**src/rtl/router_pkg.sv**
```systemverilog
// router_pkg: shared widths, SRAM select codes and loader FSM states for the router slice.
package router_pkg;
   localparam int SRAM_DATA_WIDTH = 64;
   localparam int ADDR_WIDTH = 8;
   localparam int SEL_WIDTH = 2;
   typedef enum logic [SEL_WIDTH-1:0] {SEL_WEIGHT = 0, SEL_INPUT = 1} sram_sel_e;
   typedef enum logic [1:0] {IDLE, LOAD, DONE} loader_state_e;
endpackage

```
**src/rtl/sram_stream_loader.sv**
```systemverilog
// sram_stream_loader: writes a valid/ready word stream into the selected SRAM at
// auto-incrementing addresses, then reports the last address and optionally enables routing.
module sram_stream_loader
   import router_pkg::*;
(
   input  logic                       i_clk,
   input  logic                       i_rst,
   input  logic                       i_start,
   input  logic [SEL_WIDTH-1:0]       i_sram_select,
   input  logic [ADDR_WIDTH-1:0]      i_base_addr,
   input  logic [ADDR_WIDTH:0]        i_count,
   input  logic                       i_auto_route,
   input  logic                       i_route_stop,
   input  logic                       i_s_valid,
   input  logic [SRAM_DATA_WIDTH-1:0] i_s_data,
   input  logic                       i_s_last,
   output logic                       o_s_ready,
   output logic                       o_write_en,
   output logic [ADDR_WIDTH-1:0]      o_write_addr,
   output logic [SRAM_DATA_WIDTH-1:0] o_data_out,
   output logic [SEL_WIDTH-1:0]       o_sram_select,
   output logic                       o_busy,
   output logic                       o_done,
   output logic                       o_err_short,
   output logic [ADDR_WIDTH-1:0]      o_last_addr,
   output logic                       o_route_en
);
   loader_state_e state_q, state_d;
   logic [SEL_WIDTH-1:0] sel_q, sel_d, osel_q, osel_d;
   logic [ADDR_WIDTH-1:0] base_q, base_d, addr_q, addr_d, last_q, last_d, wa;
   logic [ADDR_WIDTH:0] cnt_q, cnt_d, idx_q, idx_d;
   logic [SRAM_DATA_WIDTH-1:0] data_q, data_d;
   logic auto_q, auto_d, we_q, we_d, done_q, done_d, err_q, err_d, route_q, route_d;
   logic start, xfer, hit_cnt, fin;

   always_ff @(posedge i_clk or posedge i_rst) begin
      if (i_rst) begin
         state_q <= IDLE;
         sel_q   <= '0;
         osel_q  <= '0;
         base_q  <= '0;
         addr_q  <= '0;
         last_q  <= '0;
         cnt_q   <= '0;
         idx_q   <= '0;
         data_q  <= '0;
         auto_q  <= 1'b0;
         we_q    <= 1'b0;
         done_q  <= 1'b0;
         err_q   <= 1'b0;
         route_q <= 1'b0;
      end else begin
         state_q <= state_d;
         sel_q   <= sel_d;
         osel_q  <= osel_d;
         base_q  <= base_d;
         addr_q  <= addr_d;
         last_q  <= last_d;
         cnt_q   <= cnt_d;
         idx_q   <= idx_d;
         data_q  <= data_d;
         auto_q  <= auto_d;
         we_q    <= we_d;
         done_q  <= done_d;
         err_q   <= err_d;
         route_q <= route_d;
      end
   end

   always_comb begin
      start   = i_start && state_q != LOAD;
      xfer    = state_q == LOAD && i_s_valid;
      hit_cnt = idx_q + 1'b1 == cnt_q;
      fin     = xfer && (hit_cnt || i_s_last);
      wa      = base_q + idx_q[ADDR_WIDTH-1:0];
      state_d = state_q;
      sel_d   = sel_q;
      osel_d  = osel_q;
      base_d  = base_q;
      addr_d  = addr_q;
      last_d  = last_q;
      cnt_d   = cnt_q;
      idx_d   = idx_q;
      data_d  = data_q;
      auto_d  = auto_q;
      we_d    = 1'b0;
      done_d  = 1'b0;
      err_d   = err_q;
      if (start) begin
         sel_d   = i_sram_select;
         base_d  = i_base_addr;
         cnt_d   = i_count;
         idx_d   = '0;
         auto_d  = i_auto_route;
         err_d   = 1'b0;
         state_d = i_count == '0 ? DONE : LOAD;
         done_d  = i_count == '0;
         last_d  = i_count == '0 ? i_base_addr - 1'b1 : last_q;
      end
      if (xfer) begin
         we_d   = 1'b1;
         addr_d = wa;
         data_d = i_s_data;
         osel_d = sel_q;
         idx_d  = idx_q + 1'b1;
      end
      // Completion is registered alongside the final write so done and strobe coincide.
      if (fin) begin
         state_d = DONE;
         done_d  = 1'b1;
         last_d  = wa;
         err_d   = i_s_last && !hit_cnt;
      end
      route_d = (start || i_route_stop) ? 1'b0 : (done_q && auto_q) ? 1'b1 : route_q;
   end

   assign o_s_ready     = state_q == LOAD;
   assign o_busy        = state_q == LOAD;
   assign o_write_en    = we_q;
   assign o_write_addr  = addr_q;
   assign o_data_out    = data_q;
   assign o_sram_select = osel_q;
   assign o_done        = done_q;
   assign o_err_short   = err_q;
   assign o_last_addr   = last_q;
   assign o_route_en    = route_q;
endmodule

```
**config.mk**
```make
export PLATFORM = sky130hd
export DESIGN_NAME = sram_stream_loader
export DESIGN_NICKNAME = d
export VERILOG_FILES = /design/src/rtl/router_pkg.sv /design/src/rtl/sram_stream_loader.sv
export SDC_FILE = /design/constraint.sdc
export NUM_CORES = 1
export LEC_CHECK = 0
export BUFFER_PORTS_ARGS = -buffer_cell sky130_fd_sc_hd__buf_4
export CAP_MARGIN = 20
export CORE_MARGIN = 8
export CORE_UTILIZATION = 54
export DETAILED_ROUTE_END_ITERATION = 10
export PLACE_DENSITY = 0.9
export SETUP_SLACK_MARGIN = 0.15
export SLEW_MARGIN = 25
export SYNTH_ARGS = -nofsm -noshare
export SYNTH_HDL_FRONTEND = slang
export SYNTH_SLANG_ARGS = --single-unit
```
**constraint.sdc**
```tcl
create_clock -name i_clk -period 7.03 [get_ports i_clk]
set_input_delay 0.703 -clock i_clk [delete_from_list [all_inputs] [get_ports i_clk]]
set_output_delay 0.703 -clock i_clk [all_outputs]
set_load 0.02 [all_outputs]
```
# == Word level (Yosys, flattened, before mapping) ==
# Index checks and enable logic that the tools add are counted.
# word_totals
input_bits,90
word_cells,49
mem_count,0
rom_bits,0
reg_bits,117
latch_bits,0
out_inout_bits,88
mem_bits_rw,0
# op_classes
bitwise_logic,0
div,0
muxes,15
order_cmp,0
n_reduce_logical,14
shift,0
multipliers,0
n_addsub,3
eq_ne,3
# op_table
operator,count
$mux 8,3
$mux 9,2
$add 9x1->9 const B,1
$eq 9x9->1,1
$logic_not 9->1,1
$add 8x8->8,1
$reduce_bool 2->1,4
$sub 8x1->8 const B,1
$mux 1,7
$mux 2,3
$logic_and 1x1->1,5
$eq 2x1->1 const B,1
$logic_or 1x1->1,2
$ne 2x1->1 const B,1
$reduce_and 2->1,1
$logic_not 1->1,1

# == Depth between registers and ports, before layout ==
# depth
word_depth,6
mapped_depth,9
ltp_nobuf,9

# == Least setup slack after synthesis ==
# Ideal clock, no wire load.
# synth_timing
kind,reg2reg
from,register idx_q[0]
to,register last_q[4] (netlist: o_last_addr[4])
setup_slack_ps,4627
path_buffers,0
setup_ps,126
path_stages_with_launch,8
period_less_slack_ps,2403
required_ps,6904
t_arrival_ps,2277
cell_sequence,dfrtp_1 -> ha_1 -> xor2_1 -> a2111oi_1 -> o221ai_1 -> nor4_4 -> a211oi_2 -> a221o_1
# synth_via
elab_chain_len,6
elab_cells_between_ends,9
cone_classes,add/sub (2); eq/ne (1); mux (1); reduce/logical (5)
# synth_rtl
item,line,text
"start, declared",sram_stream_loader.sv:31,"logic [ADDR_WIDTH:0] cnt_q, cnt_d, idx_q, idx_d;"
"start signal, assigned",sram_stream_loader.sv:60,idx_q <= idx_d;
$add 9x1->9,sram_stream_loader.sv:73,hit_cnt = idx_q + 1'b1 == cnt_q;
$eq 9x9->1,sram_stream_loader.sv:73,
$logic_or 1x1->1,sram_stream_loader.sv:74,fin = xfer && (hit_cnt || i_s_last);
$logic_and 1x1->1,sram_stream_loader.sv:74,
$reduce_bool 2->1 (no source line),-,
$reduce_and 2->1 (no source line),-,
"end signal, assigned",sram_stream_loader.sv:58,last_q <= last_d;
"end, declared",sram_stream_loader.sv:30,"logic [ADDR_WIDTH-1:0] base_q, base_d, addr_q, addr_d, last_q, last_d, wa;"
# Parallel ways exist; a longest one is shown, timed or not.
# A chain may end at the register's enable or synchronous reset.

# == Worst setup path in the final report ==
# layout_timing
from,register state_q[0]
to,register idx_q[8]
# layout_via
elab_chain_len,3
elab_cells_between_ends,6
cone_classes,eq/ne (2); mux (1); reduce/logical (3)
# layout_rtl
item,line,text
"start, declared",sram_stream_loader.sv:28,"loader_state_e state_q, state_d;"
"start signal, assigned",sram_stream_loader.sv:53,state_q <= state_d;
$eq 2x1->1 / $ne 2x1->1 (equally long branches),"sram_stream_loader.sv:72, sram_stream_loader.sv:71",
$logic_and 1x1->1 (on tied branches),"sram_stream_loader.sv:72, sram_stream_loader.sv:71",
$mux 9 / $reduce_bool 2->1 (equally long branches),-,
# Parallel ways exist; a longest one is shown, timed or not.

==> results_dict.tcl <==
set metrics [dict create \
    ir_drop_mv 0.242 \
    crit_chain "nand3b_1 -> buf_4 -> inv_2 -> buf_4 -> nor2_1 -> o21ai_0 -> o41ai_1" \
    rsz0062_at_grt "false" \
    gp_congestion 0.846 \
    hp-class "in -> async" \
    avgSynthCellArea_um2 8.88 \
    diodes 0 \
    dp_hpwl_mm 10.3 \
    synth.net_count 689 \
    critPathBufInv 3 \
    worst-slew-pin-transition_ns 0.907 \
    p_leak_uw 0.00383 \
    cpMostUsedCell "buf_4" \
    grt_pass1_vias 5218 \
    met1_length_mm 5.70 \
    first_pass_iters 4 \
    hold_buffers 0 \
    root_buffer "clkbuf_8" \
    drive_above_1_share_pct 28.4 \
    regArea_um2 2930 \
    finalNetCount 859 \
    met2_length_mm 7.47 \
    synthesis.area_um2 5230 \
    critPathLaunchType "flip-flop" \
    drtAntennaViolNets 0 \
    synth_cell_types 52 \
    io_buffers 177 \
    drc 0 \
    dr.max_layer_used "met4" \
    synth_edf_count 0 \
    slowest_delay_ns 0.67 \
    cts_buffers 17 \
    path_delay_family "buffers and inverters" \
    fillCellCount 656 \
    cts_setup_buffers 0 \
    powerDensity_nw_per_um2 420 \
    die_x_um 114 \
    layout_min_cycle_time_ns 2.97 \
    clock_sinks 117 \
    routed_wl_mm 14.7 \
    die_h_um 114 \
    grt_usage_pct 23.6 \
    routedWlPerCell_um 16.3 \
    ys.flop_type "dfrtp_1" \
    clockBufferDepth 2 \
    cts_tree "built" \
    ys_warn_count 0 \
    critPathMaxFanout 92 \
    cts_resized 0 \
    clk_latency_ns 0.51 \
    avgViaCountPerCell 5.20 \
    antenna_found_initial 0 \
    cp_slowest_cell "buf_4" \
    drv_cap 0 \
    finalCritPeriodShare_pct 42.3 \
    vias 4710 \
    ys_ff_latch 117 \
    num_io_pins 178 \
    core_area_um2 9590 \
    hold_violations 0 \
    start_util_pct 54.5 \
    grt_overflow 0 \
    met3_length_mm 1.23 \
    timing.fmax_mhz 336 \
    syn_inst 589 \
    critical_path_class "reg -> reg" \
    outcome "finished clean" \
    htreeDepth 4 \
    cp.required_ns 7.41 \
    area_growth_syn_to_layout_pct 38.2 \
    max_slew_margin_pct 39.5 \
    slew_violations 0 \
    multiInputGateArea_um2 2120 \
    async_flop_share_pct 100 \
    path_clk_slew_ns 0.06 \
    dr.first_iter.drc_count 272 \
    instances_no_fill 905 \
    setup_tns_ns 0 \
    grt_start_max_net_pins 93 \
    skew_ns 0.00880 \
    worstPathArrival_ns 3.35 \
    end_kind "flip-flop" \
    fp-row-count 36 \
    finalSetupViolCount 0 \
    die-area_um2 13100 \
    placed_cells 873 \
    synth_seq_area_share_pct 56.0 \
    grt_pass1_wl_mm 24.4 \
]
worst paths after layout:
check / depth (start not counted) / start / endpoint / slack (ns)
setup / recovery: 7 / state_q[0] / idx_q[8] / 4.06
hold / removal: 2 / i_rst / o_data_out[35] / 0.31
setup reg to reg: 7 / state_q[0] / idx_q[8] / 4.06
hold reg to reg: 2 / o_data_out[6] / o_data_out[6] / 0.48
max in group asynchronous: 3 / i_rst / cnt_q[8] / 5.53
min in group i_clk: 2 / i_route_stop / o_route_en / 0.36
layout by cell type (no fill, tap or decap), types with 4 or more instances in the layout:
cell and instances:
inv_1 14, clkinvlp_4 5, xor2_1 6, nor3_1 5
a21oi_1 13, clkbuf_16 16, ha_1 9, mux2i_1 7
o21ai_0 19, nand3_1 4, dfrtp_1 117, nor2_1 20
xnor2_1 12, nor2b_1 4, nand2b_1 5, buf_4 180
nand2_1 276
routing by layer:
| layer | vias up | GRT usage (%) |
|---|---|---|
| li1 | 2235 | - |
| met1 | 2246 | 25.5 |
| met2 | 193 | 40.8 |
| met3 | 36 | 7.91 |
| met4 | 0 | 11.1 |
| met5 | - | 0 |
area by class of cell:
cell class	count	share of cell area [%]
sequential	117	40.5
timing repair buffer	180	18.7
tap	133	2.30
clock inverter	15	2.51
clock buffer	17	5.73
multi-input combinational	427	29.4
inverter	16	0.866
where the power goes:
part / switching, uW / internal (uW) / total (uW) / leakage [uW]
clock: 326 / 541 / 867 / 0.000277
combinational: 643 / 450 / 1090 / 0.00209
sequential: 166 / 911 / 1080 / 0.00146
through the flow:
step	total power, uW	worst slack, ns	hold WS, ns	util [%]	instance area [um^2]
after CTS	3060	4.08	0.338	75.3	7230
after global placement	2130	3.83	0.449	69.1	6630
after detailed placement	2170	3.68	0.463	69.1	6630
after global routing	3210	3.80	0.349	75.3	7230
final	3040	4.06	0.310	75.3	7230
after floorplan	1690	3.23	0.439	-	5230
sequential cells by signal, indices dropped and copies added (netlist names):
name           count
o_data_out        64
cnt_q              9
idx_q              9
base_q             8
o_last_addr        8
o_write_addr       8
o_sram_select      2
sel_q              2
state_q            2
auto_q             1
o_done             1
o_err_short        1
o_route_en         1
o_write_en         1
cells in the mapped netlist (3+ instances only):
master    count  area (um^2)
a21oi_1      13         65.1
a221o_1       3         30.0
buf_2         3         15.0
clkbuf_1     23         86.3
dfrtp_1     117         2930
ha_1          9          113
inv_1        16         60.1
mux2i_1       7         70.1
nand2_1     276         1040
nand2b_1      5         31.3
nand3_1       4         20.0
nor2_1       20         75.1
nor2b_1       4         25.0
nor3_1        5         25.0
nor4_1        3         18.8
o21a_1        3         22.5
o21ai_0      19         95.1
or3_1         3         18.8
xnor2_1      12          105
xor2_1        6         52.6
cell families (layout without fill, tap and decap cells):
| logic type | count (synthesis) | count (layout) | synth area share, % |
|---|---|---|---|
| compound gates | 57 | 57 | 7.27 |
| xor+xnor | 18 | 18 | 3.01 |
| fa+ha+maj | 11 | 11 | 2.73 |
| buf+inv | 45 | 228 | 3.44 |
| flops | 117 | 117 | 56.0 |
| mux | 8 | 8 | 1.56 |
| simple gates | 333 | 333 | 26.0 |
Power figures use the tool's default switching activity.
